==> config.mk <==
export PLATFORM = sky130hd
export DESIGN_NAME = mem_bus_arbiter
export DESIGN_NICKNAME = d
export VERILOG_FILES = /design/src/rtl/mem_bus_arbiter.sv
export SDC_FILE = /design/constraint.sdc
export NUM_CORES = 1
export LEC_CHECK = 0
export CELL_PAD_IN_SITES_DETAIL_PLACEMENT = 1
export CELL_PAD_IN_SITES_GLOBAL_PLACEMENT = 1
export CORE_MARGIN = 1.5
export CORE_UTILIZATION = 40
export CTS_CLUSTER_DIAMETER = 150
export DETAILED_ROUTE_END_ITERATION = 8
export DONT_BUFFER_PORTS = 1
export PLACE_DENSITY_LB_ADDON = 0.15
export SYNTH_ARGS = -nofsm -noshare
export SYNTH_HDL_FRONTEND = slang
export SYNTH_SLANG_ARGS = --single-unit
export TNS_END_PERCENT = 50
==> constraint.sdc <==
create_clock -name clk -period 2.35 [get_ports clk]
set_input_delay 0.705 -clock clk [delete_from_list [all_inputs] [get_ports clk]]
set_output_delay 0.705 -clock clk [all_outputs]
set_load 0.1 [all_outputs]
==> src/rtl/mem_bus_arbiter.sv <==
// mem_bus_arbiter: grants the fetch or data port onto one fixed-wait memory bus. Rev 1.0
// Optional macro ARB_FAIR_EN adds fetch-starvation protection bounded by FAIR_LIMIT.
`default_nettype none

module mem_bus_arbiter #(
  parameter int SRAM_WAIT = 2,
  parameter int SLOW_WAIT = 6
`ifdef ARB_FAIR_EN
  ,
  parameter int FAIR_LIMIT = 4
`endif
) (
  input  logic        clk,
  input  logic        rst,
  input  logic        i_req,
  input  logic [31:0] i_addr,
  input  logic        i_hit,
  input  logic [3:0]  i_ce,
  output logic        i_ack,
  output logic        i_miss,
  output logic [31:0] i_rdata,
  input  logic        d_req,
  input  logic        d_we,
  input  logic [3:0]  d_sel,
  input  logic [31:0] d_addr,
  input  logic [31:0] d_wdata,
  input  logic        d_hit,
  input  logic [3:0]  d_ce,
  output logic        d_ack,
  output logic        d_miss,
  output logic [31:0] d_rdata,
  output logic [31:0] bus_addr,
  output logic [31:0] bus_wdata,
  output logic        bus_we,
  output logic [3:0]  bus_sel,
  output logic [3:0]  bus_ce,
  input  logic [31:0] bus_rdata,
  output logic        stall_req
);

  typedef enum logic [1:0] {
    IDLE   = 2'd0,
    ACCESS = 2'd1,
    DONE   = 2'd2
  } state_t;

  localparam logic [3:0] SRAM_CNT = 4'(SRAM_WAIT);
  localparam logic [3:0] SLOW_CNT = 4'(SLOW_WAIT);

  state_t     state;
  state_t     state_next;
  logic [3:0] wait_cnt;
  logic       gnt_data;
  logic       pick_d;
  logic       pick_i;
  logic       force_fetch;
  logic       sel_hit;
  logic       sel_ok;
  logic [3:0] sel_ce;

`ifdef ARB_FAIR_EN
  localparam logic [3:0] FAIR_CNT_MAX = 4'(FAIR_LIMIT);
  logic [3:0] fair_cnt;

  assign force_fetch = (fair_cnt >= FAIR_CNT_MAX) && i_req && d_req;

  // Counts data grants that overtook a waiting fetch; saturates rather than wraps.
  always_ff @(posedge clk or negedge rst) begin
    if (!rst) begin
      fair_cnt <= '0;
    end else if (state == IDLE) begin
      if (!i_req || pick_i) begin
        fair_cnt <= '0;
      end else if (pick_d && (fair_cnt != 4'hF)) begin
        fair_cnt <= fair_cnt + 4'd1;
      end
    end
  end
`else
  assign force_fetch = 1'b0;
`endif

  assign stall_req = (i_req & ~i_ack) | (d_req & ~d_ack);

  always_ff @(posedge clk or negedge rst) begin
    if (!rst) begin
      state <= IDLE;
    end else begin
      state <= state_next;
    end
  end

  always_comb begin
    pick_d     = d_req & ~force_fetch;
    pick_i     = i_req & ~pick_d;
    sel_ce     = pick_d ? d_ce  : i_ce;
    sel_hit    = pick_d ? d_hit : i_hit;
    sel_ok     = sel_hit & $onehot(sel_ce);
    state_next = state;
    case (state)
      IDLE:    if (pick_d | pick_i) state_next = sel_ok ? ACCESS : DONE;
      ACCESS:  if (wait_cnt == 4'd1) state_next = DONE;
      DONE:    state_next = IDLE;
      default: state_next = IDLE;
    endcase
  end

  always_ff @(posedge clk or negedge rst) begin
    if (!rst) begin
      wait_cnt  <= '0;
      gnt_data  <= 1'b0;
      bus_ce    <= '0;
      bus_we    <= 1'b0;
      bus_sel   <= '0;
      bus_addr  <= '0;
      bus_wdata <= '0;
      i_ack     <= 1'b0;
      d_ack     <= 1'b0;
      i_miss    <= 1'b0;
      d_miss    <= 1'b0;
      i_rdata   <= '0;
      d_rdata   <= '0;
    end else begin
      i_ack <= 1'b0;
      d_ack <= 1'b0;
      case (state)
        IDLE: begin
          if (pick_d | pick_i) begin
            gnt_data <= pick_d;
            if (pick_d) d_miss <= ~sel_ok;
            else        i_miss <= ~sel_ok;
            if (sel_ok) begin
              bus_ce    <= sel_ce;
              bus_addr  <= pick_d ? d_addr : i_addr;
              bus_we    <= pick_d & d_we;
              bus_sel   <= pick_d ? d_sel : 4'hF;
              bus_wdata <= pick_d ? d_wdata : 32'h0;
              wait_cnt  <= sel_ce[0] ? SRAM_CNT : SLOW_CNT;
            end else if (pick_d) begin
              d_ack   <= 1'b1;
              d_rdata <= '0;
            end else begin
              i_ack   <= 1'b1;
              i_rdata <= '0;
            end
          end
        end
        ACCESS: begin
          wait_cnt <= wait_cnt - 4'd1;
          if (wait_cnt == 4'd1) begin
            bus_ce  <= '0;
            bus_we  <= 1'b0;
            bus_sel <= '0;
            if (gnt_data) begin
              d_ack   <= 1'b1;
              d_rdata <= bus_we ? 32'h0 : bus_rdata;
            end else begin
              i_ack   <= 1'b1;
              i_rdata <= bus_rdata;
            end
          end
        end
        default: ;
      endcase
    end
  end

endmodule

`default_nettype wire

==> results.cfg, run 1 <==
[setup_path]
path_class = in -> reg
crit_arrival_ns = 3.03
path_max_fanout = 44
critPathRequiredTime_ns = 2.64
crit_buf_inv = 4
path_common_cell = buf_6
critPathTopFamily = adder cells
critPathMaxStageDelay_ns = 0.55
cp_cell_sequence = mux2i_4 -> fa_1 -> inv_1 -> ha_2 -> ha_4 -> nor3b_4 -> buf_6 -> o2111ai_4 -> buf_12 -> and2_4 -> buf_6 -> o2bb2ai_2
regToRegSetupSlack_ns = 0.51
crit_path_end_kind = flop
cp-start-kind = primary input
crit_slowest_cell = fa_1

[layout]
mostFrequentLayoutCells = buf_4 (152), dfrtp_1 (148), a22o_1 (65), mux2i_1 (63), nand2_1 (63)
final_layout_size_suffix_gt1_frac = 0.355
fin_nets = 824
areaGrowthSynthToFinish_pct = 38.2
final_core_util = 0.565
fillers = 1573
antenna_cells = 0
layout.cells.most_common = buf_4

[global_route]
grt_usage = 0.214
grt_max_degree = 149
grt_pass1_wl_um = 26400
grt_overflow_total = 0
grt_pass1_vias = 4837
antenna_found_initial = 0

[route]
drc = 0
drtAntennaViolNets = 0
vias_per_cell = 5.28
wire_per_inst_um = 20.9
routed_wl_um = 18200
num_vias = 4591
drtPass1Iterations = 4
drtIter0Drc = 154

[clocking]
root_buffer = clkbuf_16
cts_buffers = 17
cts_sinks = 148
cts.clk_slew.worst_paths_ns = 0.06
insertion_delay_ns = 0.41
cts_tree = built
cts-htree-levels = 4
clockBufferDepth = 2

[floorplan]
core_area_um2 = 15100
start_util = 0.409
dieHeight_um = 127
io_pins = 289
die_area_um2 = 16200
row_count = 45
die_width_um = 127

[sta]
fmax_mhz = 366
min_period_ns = 2.73
final_hold_viol_count = 17
hold-worst-slack_ns = -0.0125
setup_viol = 146
rsz0062_at_grt = yes
max_slew_margin = 0.354
worst_slack_ns = -0.385
finClkSkew_ns = 0.00475
fin_crit_sh = 1.16
drv_slew = 0
worstMarginPinSlew_ns = 0.969

[placement]
place.gp.congestion = 0.758
dp_hpwl_um = 11600
portBuffers = 0
dp_worst_setup_slack_ns = -0.881

[synth]
ys_ff_latch = 148
synthesis.area_um2 = 6190
synthCells = 510
postSynthAreaPerCell_um2 = 12.1
yosys_warnings = 0
synth_nets = 662
ys_seq_area_frac = 0.598
netlist-cell-type-count = 39

[outcome]
status = complete, but fails checks
violations = hold timing, setup timing

[hold_path]
hp-class = in -> async

[flow_run]
maxCapViolCount = 0
[Yosys cell counts]
cell type,count,area share
dfrtp_1,148,0.60
nand2_1,70,0.042
mux2i_1,67,0.11
a22o_1,65,0.092
inv_1,40,0.024
o21ai_0,35,0.028
buf_2,12,0.0097
nor2_1,11,0.0067
buf_6,8,0.015
clkbuf_1,8,0.0049
o2bb2ai_1,7,0.0099
buf_4,5,0.0061
ha_1,4,0.0081
a21oi_1,3,0.0024
a32o_1,2,0.0032
nor2_2,2,0.0020
a22oi_1,1,0.0012
a2bb2oi_1,1,0.0014
a2bb2oi_4,1,0.0042
a31oi_1,1,0.0010
a31oi_2,1,0.0020
and2_1,1,0.0010
and3_1,1,0.0010
fa_1,1,0.0032
mux2_2,1,0.0018
mux2_4,1,0.0024
nand2_2,1,0.0010
nand2_4,1,0.0018
nand2b_1,1,0.0010
nor2b_1,1,0.0010
nor3_1,1,0.00081
nor3b_1,1,0.0012
nor3b_2,1,0.0020
nor3b_4,1,0.0030
o2111ai_2,1,0.0024
o21a_1,1,0.0012
o22ai_1,1,0.0010
o31ai_1,1,0.0012
or3b_1,1,0.0014
[what timing repair did]
action                     CTS  global route
cloned                       2             8
setup buffers                5             6
resized for setup           16            40
setup endpoints to repair  146           146
pin swaps                   34            13
hold endpoints to repair   148           148
[state kept, by name, summed over array words and instances, names as in the netlist, 2 cells and up]
signal / flops
wait_cnt: 4
i_rdata: 32
bus_sel: 4
d_rdata: 32
state: 2
bus_ce: 4
bus_wdata: 32
bus_addr: 32
[kinds of logic (layout without fill, tap and decap cells)]
family,Yosys count,after routing,synth area share
flip-flops,148,148,0.598
adder cells (fa/ha/maj),5,5,0.0113
AO/OA/AOI/OAI,121,121,0.152
multiplexers,69,69,0.113
buffers and inverters,73,245,0.0594
AND/OR/NAND/NOR,94,94,0.0665
[path summary, 6_finish.rpt]
check / cells past startpoint / endpoint / start
min reg2reg: 2 / bus_addr[21] / bus_addr[21]
max reg2reg: 9 / i_rdata[17] / wait_cnt[1]
max: 12 / bus_sel[0] / d_req
min in group clk: 1 / bus_wdata[24] / d_wdata[24]
max in group asynchronous: 0 / bus_wdata[4] / rst
min: 0 / i_rdata[23] / rst
[layout make-up]
class	count	area, um2	area share
Multi-Input combinational cell	289	2300	0.269
Inverter	40	150	0.0176
Clock buffer	21	460	0.0538
Timing Repair Buffer	176	1600	0.187
Tap cell	188	235	0.0275
Sequential cell	148	3700	0.433
Clock inverter	8	104	0.0121
[per-stage QoR]
step	instance area, um2	std cells	hold slack [ns]	setup TNS [ns]
after floorplan	6290	510	0.409	-112.58
after global placement	7530	822	0.413	-90.61
after detailed placement	7530	822	0.412	-106.70
after CTS	8270	858	-0.0356	-30.30
after global routing	8550	870	-0.0416	-48.40
final	8550	870	-0.0125	-38.38
[layer usage]
metal,wire (um),track usage,up-vias,part of all wire
met5,0,0,-,0
met4,238,0.0729,0,0.013
met3,1530,0.0838,15,0.084
met2,9490,0.375,182,0.52
met1,6890,0.238,2298,0.38
li1,-,-,2096,-
Power of run 1 is not shown: default switching activity piles up to over one toggle a cycle in this logic, so the estimate is an artifact.
==> run 2, diff against run 1 <==
ABC_AREA = 1   (was not set)
==> run 2 against run 1 <==
Compared with the run above:
- the run still ends with hold timing, setup timing left
- sequential cell count is the same
- register-to-register slack lost 0.50 ns
- core utilization grew 2.2 points
- die area grew 11%
- maximum frequency grew 2.2%
- worst setup slack gained 0.058 ns
- global-route usage grew 5.4 points
- critical path type unchanged
- synthesized area grew 12%
- highest routed layer unchanged
==> results.cfg, run 2 <==
[global_route]
grt_max_degree = 149
grt_pass1_wl_um = 37800
grt_overflow_total = 0
grt_pass1_vias = 7025
grt_usage = 0.269
antenna_found_initial = 0

[setup_path]
rr_worst_depth = 8
crit_path_end_kind = flop
path_class = in -> reg
cp-start-kind = primary input
path_max_fanout = 74
regToRegSetupSlack_ns = 0.01
crit_arrival_ns = 3.03
critPathRequiredTime_ns = 2.70
crit_path_start = d_req
worstReg2RegEnd = i_rdata[0]
reg2reg_from = state[1]
crit_end = bus_wdata[10]

[power_and_ir_drop]
power_per_cell_area_nw_per_um2 = 1640
ir_worst_vdd_mv = 0.989
p_total_w = 0.0160
p_leak_nw = 5.39

[clocking]
insertion_delay_ns = 0.42
cts_tree = built
cts-htree-levels = 4
root_buffer = clkbuf_16
cts_sinks = 148
clockBufferDepth = 2
cts.clk_slew.worst_paths_ns = 0.06
cts_buffers = 17

[synth]
ys_seq_area_frac = 0.536
synth_largest_area_cell = dfrtp_1
synth_nets = 1037
ys_ff_latch = 148
netlist-cell-type-count = 23
synth_top_cell_area_share = 0.536
postSynthAreaPerCell_um2 = 7.80
synthCells = 885
synthArstFlopShare = 1.00
synthesis.area_um2 = 6910
synth-main-ff-cell = dfrtp_1
synth_area_leaders = dfrtp_1 (54%), nand2_1 (23%), nand3_1 (10%)
synth_edf_count = 0
yosys_warnings = 0
ys_top_cells_by_count = nand2_1 (415), dfrtp_1 (148), nand3_1 (141), nor2_1 (40), nand4_1 (32)
yosysMostFrequentCell = nand2_1

[sta]
final_hold_viol_count = 45
max_slew_margin = 0.530
rsz0062_at_grt = yes
fin_crit_sh = 1.14
drv_slew = 0
fin_tns_setup_ns = -37.20
finClkSkew_ns = 0.00724
min_period_ns = 2.68
setup_viol = 148
worstMarginPinSlew_ns = 0.699
fmax_mhz = 374
worst_slack_ns = -0.327
hold-worst-slack_ns = -0.0267

[route]
vias_per_cell = 5.44
num_vias = 6920
drtAntennaViolNets = 0
drtPass1Iterations = 5
wire_per_inst_um = 21.0
drtIter0Drc = 363
drc = 0
routed_wl_um = 26700

[floorplan]
die_area_um2 = 18100
die_width_um = 134
dieHeight_um = 134
core_area_um2 = 16700
start_util = 0.414
io_pins = 289
row_count = 47

[placement]
portBuffers = 0
dp_hpwl_um = 15800
place.gp.congestion = 0.825

[layout]
mostFrequentLayoutCells = nand2_1 (364), buf_4 (160), dfrtp_1 (147), nand3_1 (133)
fin_nets = 1192
areaGrowthSynthToFinish_pct = 41.8
seq_area_um2 = 3700
antenna_cells = 0
multi_input_comb_area_um2 = 3120
final_layout_size_suffix_gt1_frac = 0.291
fillers = 1985
layout.cells.most_common = nand2_1

[hold_path]
hp-class = in -> async

[outcome]
violations = hold timing, setup timing
status = complete, but fails checks

[flow_run]
maxCapViolCount = 0
[run 2: cell types whose count changed after synthesis, moves of 8 or more]
cell	delta
nand2_1	+345
nand3_1	+141
mux2i_1	-67
a22o_1	-65
nand4_1	+32
o21ai_0	-32
nor2_1	+29
inv_1	-20
clkbuf_1	+17
buf_2	+11
buf_4	+9
buf_6	-8
[run 2: area by class of cell]
| type | count | share of cell area |
|---|---|---|
| clock inverters | 11 | 0.0179 |
| flip-flops and latches | 148 | 0.378 |
| repair buffers | 199 | 0.202 |
| clock buffers | 20 | 0.0456 |
| well taps | 220 | 0.0281 |
| multi-input cells | 653 | 0.319 |
| inverters | 21 | 0.00971 |
[run 2: per-layer routing]
layer,global-route usage,up-vias,share of wire
li1,-,3150,-
met1,0.332,3448,0.41
met2,0.442,271,0.50
met3,0.0767,51,0.069
met4,0.113,0,0.024
met5,0,-,0
[run 2: critical path, cell delays in order]
cell and delay [ns]:
inv_16 0.03, or2_4 0.21, o21a_1 0.12, inv_1 0.07, fa_1 0.41, inv_1 0.07, ha_2 0.18, ha_4 0.20
nor2_4 0.13, nand2_4 0.08, nor2_4 0.13, buf_12 0.14, clkbuf_16 0.16, buf_12 0.13, nand3_1 0.08, nand2_1 0.11
[run 2: timing repair]
item | 4_1_cts | 5_1_grt
buffers inserted | 7 | 6
endpoints found under the hold margin | 148 | 148
gates resized for setup | 47 | 57
pin swaps | 6 | 35
endpoints found under the setup margin | 145 | 147
cloned | 4 | 17
[run 2: power breakdown]
part / switching [W] / leakage [nW] / internal (W)
clock: 0.00112 / 0.297 / 0.00181
combinational: 0.00743 / 3.13 / 0.00201
sequential: 0.000373 / 1.96 / 0.00330
[run 2: per-stage QoR]
step           worst slack, ns  hold WS (ns)  instance area [um2]   util  instances
6_report                -0.327       -0.0267                 9800  0.587       1272
5_1_grt                 -0.377       -0.0495                 9800  0.587       1272
4_1_cts                 -0.192       -0.0454                 9260  0.554       1253
3_5_place_dp            -0.741         0.413                 8310  0.497       1211
3_3_place_gp            -0.645         0.413                 8310  0.497       1211
2_1_floorplan           -0.554         0.409                 6990      -        885
[run 2: how the worst min path moves through the flow]
stage	startpoint	end	slack (ns)	depth (start not counted)
after global placement	rst	bus_wdata[18]	0.41	0
final	rst	bus_wdata[18]	-0.03	0
after floorplan	rst	bus_addr[0]	0.41	0
after detailed placement	rst	bus_wdata[18]	0.41	0
after global routing	rst	bus_wdata[18]	-0.05	0
after CTS	rst	bus_wdata[18]	-0.05	0
[run 2: logic make-up after synthesis]
| family | count (synthesis) | synth area share |
|---|---|---|
| buffers and inverters | 85 | 0.0580 |
| AO/OA/AOI/OAI | 7 | 0.00562 |
| AND/OR/NAND/NOR | 640 | 0.390 |
| flip-flops | 148 | 0.536 |
| adder cells (fa/ha/maj) | 5 | 0.0101 |
(Power assumes the default switching activity.)
==> run 3, diff against run 2 <==
ABC_AREA = not set   (was 1)
clock period = 3.4 ns   (was 2.35 ns; I/O delays follow)
==> run 3 against run 2 <==
Compared with the run above:
- the run now ends clean
- global-route usage fell by 7.3 points
- via count fell by 43%
- die area fell by 10%
- register-to-register slack improved by 1.1 ns
- first-iteration DRC count fell by 57%
- wire length fell by 43%
- sequential cell count did not move
- final area fell by 28%
- clock-buffer cell count fell by 3
- clock skew fell by 0.00096 ns
- critical endpoint is now bus_wdata[16]
- largest cell class unchanged
==> results.cfg, run 3 (synthesis results as in run 1) <==
[outcome]
status = completed

[floorplan]
core_area_um2 = 15100
dieHeight_um = 127
start_util = 0.409
io_pins = 289
die_area_um2 = 16200
die_width_um = 127
row_count = 45

[global_route]
antenna_found_initial = 1
grt_overflow_total = 0
grt_max_degree = 149
grt_usage = 0.195
grt_pass1_wl_um = 24200
grt_pass1_vias = 4350

[route]
num_vias = 3950
drtAntennaViolNets = 0
drc = 0
vias_per_cell = 5.56
drtPass1Iterations = 4
wire_per_inst_um = 21.6
drtIter0Drc = 156
routed_wl_um = 15300

[clocking]
insertion_delay_ns = 0.42
cts_sinks = 148
postCtsSetupBuffers = 0
root_buffer = clkbuf_16
cts_buffers = 17
cts_hold_buf = 0
cts-htree-levels = 4
cts_resized = 0
clockBufferDepth = 2
cts.clk_slew.worst_paths_ns = 0.07
cts_tree = built

[setup_path]
critPathRequiredTime_ns = 3.70
reg2reg_from = wait_cnt[1]
crit_path_end_kind = flop
cp-start-kind = primary input
crit_path_start = d_req
crit_arrival_ns = 3.29
rr_worst_depth = 7
worstReg2RegEnd = d_rdata[20]
crit_end = bus_wdata[16]
path_class = in -> reg
path_max_fanout = 105
regToRegSetupSlack_ns = 1.12

[layout]
fin_area_um2 = 7020
fin_cells = 711
areaGrowthSynthToFinish_pct = 13.4
mostFrequentLayoutCells = dfrtp_1 (148), nand2_1 (70), mux2i_1 (65), a22o_1 (65), inv_1 (40)
final_layout_size_suffix_gt1_frac = 0.119
fin_nets = 661
layout.cells.most_common = dfrtp_1

[sta]
hold-worst-slack_ns = 0.297
drv_slew = 0
worstMarginPinSlew_ns = 1.05
fin_crit_sh = 0.878
min_period_ns = 2.99
rsz0062_at_grt = no
max_slew_margin = 0.302
setup_viol = 0
fmax_mhz = 335
final_hold_viol_count = 0
finClkSkew_ns = 0.00628

[placement]
dp_hpwl_um = 10900
dp.cells = 678
place.gp.congestion = 0.714
place_area_um2 = 6430
portBuffers = 0

[flow_run]
maxCapViolCount = 0

[hold_path]
hp-class = in -> async
## run 3: final cells by class
| type | count | area (um2) |
|---|---|---|
| Multi-Input combinational cell | 289 | 2180 |
| Clock buffer | 17 | 425 |
| Inverter | 40 | 150 |
| Clock inverter | 15 | 156 |
| Sequential cell | 148 | 3700 |
| Tap cell | 188 | 235 |
| Fill cell | 1565 | 8130 |
| Timing Repair Buffer | 13 | 160 |
| Antenna cell | 1 | 2.50 |
## run 3: worst min path at each step
stage / to / slack [ns] / cells past startpoint
after floorplan: state[1] / 0.48 / 1
final: d_rdata[31] / 0.30 / 0
after global routing: d_rdata[27] / 0.27 / 0
after CTS: i_rdata[25] / 0.28 / 0
after detailed placement: state[1] / 0.54 / 1
after global placement: state[1] / 0.52 / 1
## run 3: per-stage QoR
stage                     utilization  setup TNS, ns  setup slack [ns]
after CTS                       0.463              0             0.423
final                           0.463              0             0.414
after global placement          0.425       -0.00395          -0.00395
after floorplan                     -          -6.30           -0.0818
after detailed placement        0.425         -0.121           -0.0314
after global routing            0.463              0             0.309
## run 3: critical path, cell delays in order
cell	delay (ns)
mux2i_1	0.28
fa_1	0.43
inv_1	0.07
ha_2	0.18
ha_4	0.20
nor3b_4	0.29
o2111ai_4	0.18
buf_12	0.27
a22o_1	0.30
## run 3: layer usage
layer | routed length, um | part of all wire | global-route usage
met5 | 0 | 0 | 0
met3 | 1500 | 0.098 | 0.0800
met1 | 5880 | 0.38 | 0.225
met4 | 248 | 0.016 | 0.0709
met2 | 7710 | 0.50 | 0.328
Power of run 3 is left out for the same reason.
